==> src/rtl/pl_reg_mw_hs_pkg.sv <==
`default_nettype none
// ============================================================================
// Module   : pl_reg_mw_hs_pkg
// Brief    : Shared M/W pipeline types: writeback-source encodings and the
//            stored entry record.
// Revision : 1.0 - initial release
// ============================================================================
package pl_reg_mw_hs_pkg;

    // Entry fields are sized for the widest supported configuration; narrower
    // instances zero-extend into them.
    localparam int XLEN_MAX = 64;
    localparam int AW_MAX   = 8;

    typedef enum logic [1:0] {
        RES_ALU = 2'b00,
        RES_MEM = 2'b01,
        RES_PC4 = 2'b10,
        RES_AUI = 2'b11
    } result_sel_e;

    typedef struct packed {
        logic                regwr;
        logic [AW_MAX-1:0]   wr_addr;
        logic [XLEN_MAX-1:0] wb_data;
    } mw_entry_t;

    localparam int ENTRY_W = $bits(mw_entry_t);

endpackage
`default_nettype wire

==> src/rtl/skid_buf.sv <==
`default_nettype none
// ============================================================================
// Module   : skid_buf
// Brief    : Two-entry FIFO-ordered buffer (main + skid) with valid/ready on
//            both sides; input ready depends only on registered state.
// Revision : 1.0 - initial release
// ============================================================================
module skid_buf #(
    parameter int W = 8
) (
    input  logic         clk,
    input  logic         rst,
    input  logic         i_flush,
    input  logic         i_valid,
    output logic         o_ready,
    input  logic [W-1:0] i_data,
    output logic         o_valid,
    input  logic         i_ready,
    output logic [W-1:0] o_data,
    output logic [1:0]   o_count
);

    logic         r_main_valid_q, w_main_valid_d;
    logic [W-1:0] r_main_q,       w_main_d;
    logic         r_skid_valid_q, w_skid_valid_d;
    logic [W-1:0] r_skid_q,       w_skid_d;
    logic         w_accept;
    logic         w_drain;

    // Skid full implies main full, so skid occupancy alone decides readiness.
    assign o_ready  = ~r_skid_valid_q;
    assign w_accept = i_valid & o_ready & ~i_flush;
    assign w_drain  = r_main_valid_q & i_ready;

    always_comb begin
        w_main_valid_d = r_main_valid_q;
        w_main_d       = r_main_q;
        w_skid_valid_d = r_skid_valid_q;
        w_skid_d       = r_skid_q;

        if (w_drain) begin
            if (r_skid_valid_q) begin
                w_main_d       = r_skid_q;
                w_skid_valid_d = 1'b0;
            end else if (w_accept) begin
                w_main_d       = i_data;
            end else begin
                w_main_valid_d = 1'b0;
            end
        end else if (w_accept) begin
            if (r_main_valid_q) begin
                w_skid_d       = i_data;
                w_skid_valid_d = 1'b1;
            end else begin
                w_main_d       = i_data;
                w_main_valid_d = 1'b1;
            end
        end

        if (i_flush) begin
            w_main_valid_d = 1'b0;
            w_skid_valid_d = 1'b0;
            w_main_d       = '0;
            w_skid_d       = '0;
        end
    end

    always_ff @(posedge clk) begin
        if (rst) begin
            r_main_valid_q <= 1'b0;
            r_main_q       <= '0;
            r_skid_valid_q <= 1'b0;
            r_skid_q       <= '0;
        end else begin
            r_main_valid_q <= w_main_valid_d;
            r_main_q       <= w_main_d;
            r_skid_valid_q <= w_skid_valid_d;
            r_skid_q       <= w_skid_d;
        end
    end

    assign o_valid = r_main_valid_q;
    assign o_data  = r_main_q;
    assign o_count = 2'(r_main_valid_q) + 2'(r_skid_valid_q);

endmodule
`default_nettype wire

==> src/rtl/pl_reg_mw_hs.sv <==
`default_nettype none
// ============================================================================
// Module   : pl_reg_mw_hs
// Brief    : M->W pipeline register with valid/ready handshake, writeback
//            source mux, x0-write suppression and a one-entry skid.
// Revision : 1.0 - initial release
// ============================================================================
module pl_reg_mw_hs
    import pl_reg_mw_hs_pkg::*;
#(
    parameter int XLEN = 32,
    parameter int AW   = 5
) (
    input  logic            clk,
    input  logic            rst,
    input  logic            flush,
    input  logic            m_valid,
    output logic            m_ready,
    input  logic            m_regwr,
    input  logic [1:0]      m_result_sel,
    input  logic [AW-1:0]   m_wr_addr,
    input  logic [XLEN-1:0] m_alu_result,
    input  logic [XLEN-1:0] m_read_data,
    input  logic [XLEN-1:0] m_pc_4,
    input  logic [XLEN-1:0] m_aui_lui_result,
    output logic            w_valid,
    input  logic            w_ready,
    output logic            w_regwr,
    output logic [AW-1:0]   w_wr_addr,
    output logic [XLEN-1:0] w_wb_data,
    output logic [1:0]      occupancy
);

    logic [XLEN-1:0] w_wb_mux;
    mw_entry_t       w_in_entry;
    mw_entry_t       w_out_entry;
    logic            w_out_valid;
    logic            w_unused_hi;

    always_comb begin
        w_wb_mux = m_alu_result;
        case (result_sel_e'(m_result_sel))
            RES_ALU: w_wb_mux = m_alu_result;
            RES_MEM: w_wb_mux = m_read_data;
            RES_PC4: w_wb_mux = m_pc_4;
            RES_AUI: w_wb_mux = m_aui_lui_result;
            default: w_wb_mux = m_alu_result;
        endcase
    end

    // Writes to x0 are architecturally discarded, so drop the enable here.
    always_comb begin
        w_in_entry         = '0;
        w_in_entry.regwr   = m_regwr & (m_wr_addr != '0);
        w_in_entry.wr_addr = AW_MAX'(m_wr_addr);
        w_in_entry.wb_data = XLEN_MAX'(w_wb_mux);
    end

    skid_buf #(
        .W (ENTRY_W)
    ) u_skid_buf (
        .clk     (clk),
        .rst     (rst),
        .i_flush (flush),
        .i_valid (m_valid),
        .o_ready (m_ready),
        .i_data  (w_in_entry),
        .o_valid (w_out_valid),
        .i_ready (w_ready),
        .o_data  (w_out_entry),
        .o_count (occupancy)
    );

    assign w_valid     = w_out_valid;
    assign w_regwr     = w_out_valid & w_out_entry.regwr;
    assign w_wr_addr   = w_out_entry.wr_addr[AW-1:0];
    assign w_wb_data   = w_out_entry.wb_data[XLEN-1:0];
    // Zero-extended upper field bits are never read back.
    assign w_unused_hi = ^{w_out_entry.wr_addr, w_out_entry.wb_data};

endmodule
`default_nettype wire

==> config.mk <==
export PLATFORM = sky130hd
export DESIGN_NAME = pl_reg_mw_hs
export DESIGN_NICKNAME = d
export VERILOG_FILES = /design/src/rtl/pl_reg_mw_hs_pkg.sv /design/src/rtl/skid_buf.sv /design/src/rtl/pl_reg_mw_hs.sv
export SDC_FILE = /design/constraint.sdc
export NUM_CORES = 1
export LEC_CHECK = 0
export CORE_ASPECT_RATIO = 0.75
export CORE_MARGIN = 2
export CORE_UTILIZATION = 38
export DETAILED_ROUTE_END_ITERATION = 10
export GPL_ROUTABILITY_DRIVEN = 1
export PLACE_DENSITY_LB_ADDON = 0.08
export SYNTH_ARGS = -nofsm -noshare
export SYNTH_HDL_FRONTEND = slang
export SYNTH_SLANG_ARGS = --single-unit
==> constraint.sdc <==
create_clock -name clk -period 1.38 [get_ports clk]
set_input_delay 0.276 -clock clk [delete_from_list [all_inputs] [get_ports clk]]
set_output_delay 0.276 -clock clk [all_outputs]
set_load 0.03 [all_outputs]
# == Word level (Yosys, flattened, before mapping) ==
# Cells that the tools add are included.
# op_classes
n_addsub,1
n_eq_ne,6
mux,10
bitwise,8
n_reduce_logical,10
# ops
operator,n
$mux W73,5
$pmux W32 S4,1
$reduce_and A3 Y1,3
$ne A2 B2 Y1 const B,3
$and A1 B1 Y1,5
$reduce_bool A5 Y1,1
$eq A2 B2 Y1 const B,2
$mux W1,4
$reduce_bool A2 Y1,2
$not A1 Y1,3
$reduce_or A3 Y1,1
$add A1 B1 Y2,1
$eq A2 B1 Y1 const B,1
$logic_not A2 Y1,1
$reduce_and A2 Y1,1
$reduce_or A2 Y1,1
# totals
register_bits,113
input_bits,141
output_inout_bits,42
elab_cells,39

# == Depth between registers and ports, before layout ==
# Gate-level depths: netlist (run 1).
# logic_depth
ltp_word,6
depth_mapped,6
mapped_depth_nobuf,4

# == Modules after synthesis ==
# A second synthesis (run 1) with hierarchy kept.
# unflattened
cells_unflattened,784
hier_area_um2,6533.8
# by_module_without_submodules
module,instances,cells_each,area_each_um2,seq_area_each_um2
skid_buf,1,741,5694.2,2962.8
pl_reg_mw_hs,1,43,839.6,0.0

# == Worst setup path before layout (run 1) ==
# Ideal clock, no wire load.
# synth_path
kind,reg2reg
startpoint,"register u_skid_buf.r_main_valid_q, in the netlist u_skid_buf.o_valid"
endpoint,register u_skid_buf.r_skid_q[0]
arrival_ns,1.523
required_ns,1.248
slack_ns,-0.276
stages_incl_launch_ff,7
path_buffers,2
period_less_slack_ns,1.656
path_cell_list,dfxtp_1 > nand2_1 > or4_1 > buf_4 > buf_6 > nand2_1 > a21oi_1
# synth_between
elab_chain_len,3
# synth_rtl
element,line_no,text
start: declaration,skid_buf.sv:23,"logic r_main_valid_q, w_main_valid_d;"
start signal: assignment,skid_buf.sv:75,r_main_valid_q <= w_main_valid_d;
$and A1 B1 Y1,skid_buf.sv:33,assign w_drain = r_main_valid_q & i_ready;
$not A1 Y1 (no source line),--,
$reduce_and A3 Y1 (no source line) (*),--,
end signal: assignment,skid_buf.sv:78,r_skid_q <= w_skid_d;
end: declaration,skid_buf.sv:26,"logic [W-1:0] r_skid_q, w_skid_d;"
# Mark *: on every way between the ends. The rest lies on a longest branch, timed or not.
# A chain may end at the register's enable or synchronous reset.

# == Final worst setup path (run 1) ==
# layout_path
startpoint,register u_skid_buf.r_skid_valid_q
endpoint,register u_skid_buf.r_skid_q[25]
# layout_between
elab_chain_len,4
# layout_rtl
element,line_no,text
start: declaration,skid_buf.sv:25,"logic r_skid_valid_q, w_skid_valid_d;"
start signal: assignment,skid_buf.sv:77,r_skid_valid_q <= w_skid_valid_d;
$not A1 Y1,skid_buf.sv:31,assign o_ready = ~r_skid_valid_q;
$and A1 B1 Y1 (2 in series),skid_buf.sv:32,assign w_accept = i_valid & o_ready & ~i_flush;
$reduce_and A3 Y1 (no source line),--,
# Every way passes these cells.

==> metrics.txt, run 1 <==
run status finished with violations; violated checks setup timing; Setup Skew 0.00567 ns; syn avg cell area 8.65 um2; CTS buffer count 9; final hold vios 0; reg-to-reg slack, setup -0.05 ns; Fmax 699 MHz; core area 10400 um2; I/O Buffers 182; Hold Path Class reg -> reg; register bit total from synthesis 78; Final #Nets 783; fin crit share 1.04; number of clock sinks 78; Hold-fix buffers, CTS 0; CTS Buffer Depth 2; hpwl dp 8630 um; Initial DRC Count 171; area post-placement 6050 um2; Layout area overhead 68.4%; fin crit period 1.43 ns; cell area after layout 6920 um2; root buffer cell clkbuf_16; post-synth net total 617; WS Path Type reg -> reg; DRC errors left 0; DIE WIDTH 124 um; RD Place Congestion 0.745; r2r endpoint u_skid_buf.r_skid_q[25]; final slew viol count 0; ANT nets after route 0; largest net degree at the start of global routing 39; placed instance count 751; n_diodes 0; final worst-path setup slack -0.0509 ns; Total Wirelength 13400 um; 1st-pass router iterations 4; share of cells above drive strength 1 0.259; CTS tree yes; DR vias 4124; VDD IR max 0.000653 V; first-pass GRT wire length 18800 um; Distinct cells, synth 24; gr usage total 0.209; site row count 32; Syn. warnings 0; Starting Density 0.395; R2R depth 6; hold path start u_skid_buf.r_skid_q[65]; worst hold stages 2; hold slack 0.454 ns; CP arrival 1.69 ns; die area 11700 um2; Reg2Reg Launch Point u_skid_buf.r_skid_valid_q; chip height 94.0 um; Post-Syn Area 4110 um2; Power per Cell Area 920 nW/um2; num ports 183; initial antenna violation count 0; Power Total 6.36 mW; Clk pin slew, worst setup/hold paths 0.06 ns; Slew @ Worst Pin 0.346 ns; final setup fails 50; CP Capture Type flop; Crit Path Max Fanout 8; Pleak 2.65 nW; non-filler cells, final 781; Worst Setup Start Kind flop; sequential share of the synthesized area 0.380; Slew HR 0.770; depth of the CTS H-tree 3; Syn Inst Count 475; vias in the first global route 3931; Final Util 0.664; Clk Latency, worst-skew pair 0.33 ns; RSZ-0062 raised after global routing true; routed len/inst 17.1 um; vias per cell 5.28; reported max-cap violation count 0; GRT Residual Overflow 0; CP Data Required Time 1.64 ns; Worst Hold End u_skid_buf.r_skid_q[65]
## Yosys cell counts
master | number | area, um2
a2bb2oi_2 | 1 | 15.0
dfxtp_1 | 78 | 1560
nor2_1 | 3 | 11.3
mux4_2 | 32 | 721
or2_1 | 1 | 6.26
buf_6 | 5 | 56.3
or4_1 | 1 | 7.51
and2_1 | 2 | 12.5
a31oi_1 | 38 | 238
a211oi_1 | 1 | 7.51
nand3_1 | 2 | 10.0
clkbuf_1 | 13 | 48.8
buf_4 | 42 | 315
a21oi_1 | 39 | 195
buf_2 | 17 | 85.1
nor3_1 | 1 | 5.00
inv_1 | 2 | 7.51
and3_1 | 1 | 6.26
o21ai_1 | 38 | 190
o21ai_0 | 1 | 5.00
nand2b_1 | 1 | 6.26
nor4_1 | 1 | 6.26
nand2_1 | 154 | 578
ha_1 | 1 | 12.5
## where the power goes
group          internal (mW)  total [mW]  switching (mW)
Clock                   1.81        2.74           0.932
Sequential              2.30        2.33          0.0331
Combinational          0.765        1.29           0.523
## registers in the layout (all words and copies together) (netlist names)
register / cells
u_skid_buf.o_valid: 1
u_skid_buf.r_skid_valid_q: 1
u_skid_buf.o_data: 38
u_skid_buf.r_skid_q: 38
## cells in the final DEF, fill, tap and decap left out, drive strengths merged
master and n:
and3 1, nor2 3, a21oi 39, a2bb2oi 1, a211oi 1, or2 1
o21ai 39, dlygate4sd2 16, clkdlybuf4s15 16, ha 1, clkbuf 22, bufinv 3
mux4 32, or4 1, a31oi 38, inv 3, clkinvlp 1, and2 2
nor4 1, clkdlybuf4s50 135, nand2b 1, dfxtp 78, nor3 1, nand3 2
buf 53, nand2 154
## logic make-up after synthesis
logic type	after synthesis	share of synthesized area
compound gates	118	0.158
fa+ha+maj	1	0.00305
buf+inv	79	0.125
flops	78	0.380
mux	32	0.175
simple gates	167	0.158
## how the worst max path moves through the flow
| stage | from | endpoint | slack [ns] | cells after the start |
|---|---|---|---|---|
| after floorplan | u_skid_buf.o_valid | u_skid_buf.r_skid_q[0] | -0.03 | 6 |
| after global placement | w_ready | u_skid_buf.o_data[65] | -0.38 | 6 |
| after detailed placement | m_valid | u_skid_buf.r_skid_q[16] | -0.39 | 6 |
| after CTS | u_skid_buf.o_valid | w_valid | -0.06 | 1 |
| after global routing | u_skid_buf.r_skid_valid_q | u_skid_buf.r_skid_q[25] | -0.09 | 6 |
| final | u_skid_buf.r_skid_valid_q | u_skid_buf.r_skid_q[25] | -0.05 | 6 |
## final cells by class
class,count,area [um2]
timing repair buffer,232,2510
sequential,78,1570
clock inverter,5,106
tap,136,170
fill,854,3490
clock buffer,10,239
multi-input combinational,318,2320
inverter,2,10.0
## critical path: stages (launching register included)
cell	delay, ns
dfxtp_4	0.37
buf_6	0.13
nor4_4	0.27
buf_6	0.21
clkbuf_16	0.19
nand2_1	0.05
a21oi_1	0.13
## repair_timing
item	in CTS	in global routing
cloned	0	8
gates resized for setup	51	93
setup endpoints to repair	106	97
pin swaps	1	19
buffers inserted	2	5
## layer usage
layer	vias to the layer above	track usage	share of wire
met5	-	0	0
met4	0	0.0515	0.0095
li1	1960	-	-
met2	153	0.352	0.49
met3	10	0.0601	0.069
met1	2001	0.263	0.43
## through the flow
stage	setup WS (ns)	setup TNS [ns]
after floorplan	-0.0252	-0.503
after global placement	-0.376	-27.17
after detailed placement	-0.390	-27.69
after CTS	-0.0574	-0.185
after global routing	-0.0944	-3.55
final	-0.0509	-1.05
Note: power is estimated with default switching activity, not from simulation.
==> run 2: changes to the inputs <==
Settings changed: SLEW_MARGIN set to 20.
==> results of run 2 <==
The final DEF is identical to that of run 1; final timing and power are the same.
==> edit 1: new RTL, settings of run 1 <==
The parameter `XLEN` goes from 32 to 48.
--- a/src/rtl/pl_reg_mw_hs.sv
+++ b/src/rtl/pl_reg_mw_hs.sv
@@ -10,3 +10,3 @@
 #(
-    parameter int XLEN = 32,
+    parameter int XLEN = 48,
     parameter int AW   = 5
Interface: changed (5 resized); port bits go from 183 to 263. No check against the original RTL was run, so the function may have changed too.
==> edit 1 against run 1 <==
The flow still finishes with violations (setup timing). Routed wire length rose by 53%. Sequential cell count rose by 32. Final area rose by 43%. Total power rose by 21%. Non-clock buffer count rose by 98. Cell count rose by 42%. Area after synthesis rose by 45%. Setup slack got worse by 140 ps. Critical endpoint is now u_skid_buf.r_skid_q[36]. Largest cell class is now multi-input gates. Largest power group is now registers.
==> edit 1: results (changes against run 1) <==
WHS=426 ps (-28.3 ps); drt pass-1 iters=4 (unchanged); failing checks=setup timing; GP Congestion=0.755 (+1.3%); vias after detailed routing=5,785 (+40%); Cell variety after synth=28 (+17%); syn nets=872 (+41%); ys flop type=dfxtp_1; Clock Latency Late Sink=350 ps (+20 ps); Buffers on Ports=262 (+44%); initial antenna violation count=0 (unchanged); Worst Slack Setup Final=-191 ps (-140 ps); status=complete, but fails checks; TritonCTS buffer count=9 (unchanged); max_slew headroom=0.766 (-0.00396); routed len/inst=18.4 microns (+7.6%); H-tree Lvls=3 (unchanged); dpl hpwl=12,100 microns (+40%); first-pass GRT wire length=29,700 microns (+58%); Yosys warning count=0 (unchanged); Post-synth top cells=201 x nand2_1, 110 x dfxtp_1, 55 x buf_4, 54 x a31oi_1, 48 x mux4_2; ant diodes=0 (unchanged); vias in the first global route=5,743 (+46%); asr flop ratio synth=0 (unchanged); Hold Path Class=input pin to flop; Post-Route Skew=7.93 ps (+2.27 ps); total track usage=0.224 (+0.0145); crit path max fanout=8 (unchanged); crit path DAT=1800 ps (+110 ps); Area after DPL=8570 sq um (+42%); largest net degree at the start of global routing=34 (-13%); Syn Inst Count=666 (+40%); CTS root buffer=clkbuf_16; VDD IR-drop max=0.544 mV (-17%); initial drt markers=275 (+61%); main area contributors after synthesis=dfxtp_1 37%, mux4_2 18%, nand2_1 13%; layout cells sized above 1=0.364 (+0.105); Pleak=3.63 nW (+37%); DR vias/cell=5.22 (-1.2%); Seq/Total Area, Yosys=0.370 (-0.0102); sum of negative setup slack=-13,800 ps (-12,750 ps); Nets=1,105 (+41%); final setup violation count=111 (+120%); clk buf depth=2 (unchanged)
edit 1: where the power goes:
| group | total (mW) | switching [mW] | internal (mW) |
|---|---|---|---|
| Sequential | 3.28 | 0.0468 | 3.24 |
| Clock | 2.48 | 1.19 | 1.29 |
| Combinational | 1.94 | 0.818 | 1.12 |
| Total | 7.70 | 2.06 | 5.64 |
edit 1: critical path, stage by stage (launching register included):
cell and delay (ps):
dfxtp_4 360, buf_8 140, or4_4 610, buf_6 200, nand2_1 80, a21oi_2 60
edit 1: kinds of logic (layout without fill, tap and decap cells):
group                      count (synthesis)  after routing  share of synthesized area
muxes                                     48             48                      0.182
AOI/OAI and AO/OA                        166            166                      0.161
DFF                                      110            110                      0.370
and+or+nand+nor                          231            231                      0.159
adders and majority gates                  1              1                    0.00210
buffers and inverters                    110            348                      0.126
edit 1: per-stage QoR:
step | total power [mW] | setup WS, ps
finish | 7.70 | -191
global route | 7.98 | -235
CTS | 7.55 | -114
detailed placement | 4.97 | -528
global placement | 4.94 | -459
floorplan | 4.16 | -35.3
edit 1: final cells by class:
type / count / area, sq um
fill: 1232 / 5370
timing repair buffer: 330 / 3540
clock buffer: 12 / 246
multi-input combinational: 446 / 3610
inverter: 2 / 10.0
tap: 205 / 256
sequential: 110 / 2210
clock inverter: 4 / 31.3
edit 1: path summary, 6_finish.rpt:
check / end / startpoint / cells past startpoint
worst min-delay path: u_skid_buf.o_valid / m_valid / 3
worst max-delay path: u_skid_buf.r_skid_q[36] / u_skid_buf.r_skid_valid_q / 5
worst max register to register: u_skid_buf.r_skid_q[36] / u_skid_buf.r_skid_valid_q / 5
worst min register to register: u_skid_buf.r_skid_q[37] / u_skid_buf.r_skid_q[37] / 2
edit 1: timing repair:
action                                  in CTS  in global routing
resized for setup                          157                205
gates cloned                                 9                 12
pin swaps                                    2                  7
endpoints found under the setup margin     164                160
setup buffers                               13                  1
edit 1: metal layers:
| metal | vias to the layer above | GRT usage | part of all wire |
|---|---|---|---|
| li1 | 2758 | - | - |
| met1 | 2797 | 0.273 | 0.40 |
| met2 | 210 | 0.401 | 0.51 |
| met3 | 20 | 0.0557 | 0.072 |
| met4 | 0 | 0.0463 | 0.016 |
| met5 | - | 0 | 0 |
==> edit 2: new RTL, config.mk and constraints of run 1 <==
Made on the original files. Reset style: asynchronous (`rst`), changed in one clocked block.
--- a/src/rtl/skid_buf.sv
+++ b/src/rtl/skid_buf.sv
@@ -67,3 +67,3 @@
 
-    always_ff @(posedge clk) begin
+    always_ff @(posedge clk or posedge rst) begin
         if (rst) begin
Function: differs if rst is asserted again (counterexample within 4 cycles, from zero or initial values and one cycle with rst high); with rst held inactive, the same outputs for 4 cycles.
==> edit 2 against run 1 <==
The run still ends with setup timing left. Synthesized cell count down 35%. Clock power fell by 15%. Final area shrank 3.2%. First-iteration DRC count shrank 20%. Clock skew increased by 1.8 ps. Setup slack lost 93 ps. Area after synthesis grew 2.8%. Combinational power up 16%. Routed wire length shrank 12%. Total power shrank 0.79%. Sequential cell count is the same. Global-route usage decreased by 1.0 points. Die area grew 2.7%. Critical path type unchanged. Critical endpoint is now u_skid_buf.o_data[25].
==> edit 2: results (changes against run 1) <==
Adder-Cell Fraction of Synth Area=0.00296 (-0.0000830); GP Congestion=0.770 (+3.3%); post-synthesis compound-gate area fraction=0.177 (+0.0188); fillers=881 (+3.2%); Cell variety after synth=28 (+17%); vias after detailed routing=3,388 (-18%); initial drt markers=136 (-20%); VDD IR-drop max=0.567 mV (-13%); Pleak=2.93 nW (+11%); Post-Route WL=11,800 microns (-12%); layout cells sized above 1=0.278 (+0.0189); Worst Slack Setup Final=-144 ps (-92.8 ps); failing checks=setup timing; main area contributors after synthesis=dfrtp_1 46%, mux4_2 17%, a22o_1 7.9%; Nets=623 (-20%); Worst Reg-to-Reg Cells=5 (-1); vias in the first global route=3,513 (-11%); status=complete, but fails checks; dpl hpwl=8220 microns (-4.7%); Net Sw Power=1.64 mW (+10%); Hold Path Class=input pin to async pin; CP startpoint=u_skid_buf.r_skid_valid_q; first-pass GRT wire length=18,400 microns (-1.8%); total track usage=0.199 (-0.0105); Post-Route Skew=7.50 ps (+1.84 ps); crit path DAT=1780 ps (+90 ps); Worst Tran Pin Value=325 ps (-21.0 ps); initial antenna violation count=0 (unchanged); asr flop ratio synth=1.00 (+1.00); R2R Path End=u_skid_buf.o_data[25]; final setup violation count=46 (-8.0%); Post-synth top cells=78 x dfrtp_1, 38 x a22o_1, 37 x buf_4, 34 x and2_1, 33 x a221o_1
==> edit 2: changes by cell type in the layout (fill, tap and decap cells not counted), moves of 28 or more <==
cell            run 1  this run
dfrtp_1             0        76
and2_1              1        29
nand2_1           136         0
a31oi_1            36         0
a221o_1             0        33
o21ai_1            35         0
a22o_1              0        38
dfxtp_1            76         0
==> edit 2: cell type report <==
class / instances / area [sq um] / share of cell area
clock buffers: 11 / 233 / 0.0348
clock inverters: 5 / 60.1 / 0.00897
inverters: 3 / 20.0 / 0.00299
multi-input cells: 165 / 1930 / 0.288
flip-flops and latches: 78 / 1950 / 0.292
well taps: 140 / 175 / 0.0262
repair buffers: 224 / 2330 / 0.347
==> edit 2: power groups by stage <==
stage | Combinational [mW] | Sequential [mW] | Clock (mW)
6_report | 1.50 | 2.49 | 2.32
3_5_place_dp | 1.51 | 2.53 | 0
5_1_grt | 1.60 | 2.50 | 2.46
2_1_floorplan | 0.825 | 2.50 | 0
3_3_place_gp | 1.49 | 2.52 | 0
4_1_cts | 1.51 | 2.49 | 2.36
==> edit 2: logic make-up after synthesis <==
| kind of cell | after synthesis |
|---|---|
| compound gates | 83 |
| flops | 78 |
| buf+inv | 66 |
| simple gates | 43 |
| mux | 38 |
| fa+ha+maj | 1 |
==> edit 2: per-stage QoR <==
step / TNS (ps) / area (sq um) / hold WS [ps] / std cells / setup slack [ps]
after global placement: -24550 / 6230 / 477 / 599 / -450
final: -4300 / 6700 / 398 / 626 / -144
after detailed placement: -24880 / 6230 / 482 / 599 / -507
after CTS: -4040 / 6660 / 406 / 624 / -136
after global routing: -6930 / 6700 / 402 / 626 / -187
after floorplan: -5820 / 4270 / 335 / 309 / -137
==> edit 2: worst min path at each step <==
stage	end	from	slack [ps]	depth (start not counted)
global route	u_skid_buf.r_skid_q[67]	m_wr_addr[3]	400	3
CTS	u_skid_buf.o_data[30]	rst	410	3
finish	u_skid_buf.o_data[28]	rst	400	3
detailed placement	u_skid_buf.o_data[67]	u_skid_buf.o_data[67]	480	1
floorplan	u_skid_buf.o_valid	flush	340	1
global placement	u_skid_buf.o_data[66]	u_skid_buf.o_data[66]	480	1
==> edit 2: worst max-delay path, stage by stage (launching register included) <==
cell     delay, ps
dfrtp_2        410
buf_6          130
mux2_4         310
a21oi_4        200
buf_12         210
a221o_1        190
==> edit 2: repair_timing <==
| action | in CTS | in global routing |
|---|---|---|
| pin swaps | 9 | 15 |
| buffers inserted | 7 | 0 |
| setup endpoints to repair | 110 | 110 |
| cloned | 2 | 2 |
| resized for setup | 75 | 48 |
| hold buffers | 0 | 0 |
==> edit 2: layer usage <==
layer  wire [microns]  GRT usage  vias to the layer above
met2             5570      0.319                      119
met5                0          0                        -
met1             5340      0.270                     1735
li1                 -          -                     1530
met3              863     0.0623                        4
met4               44     0.0370                        0
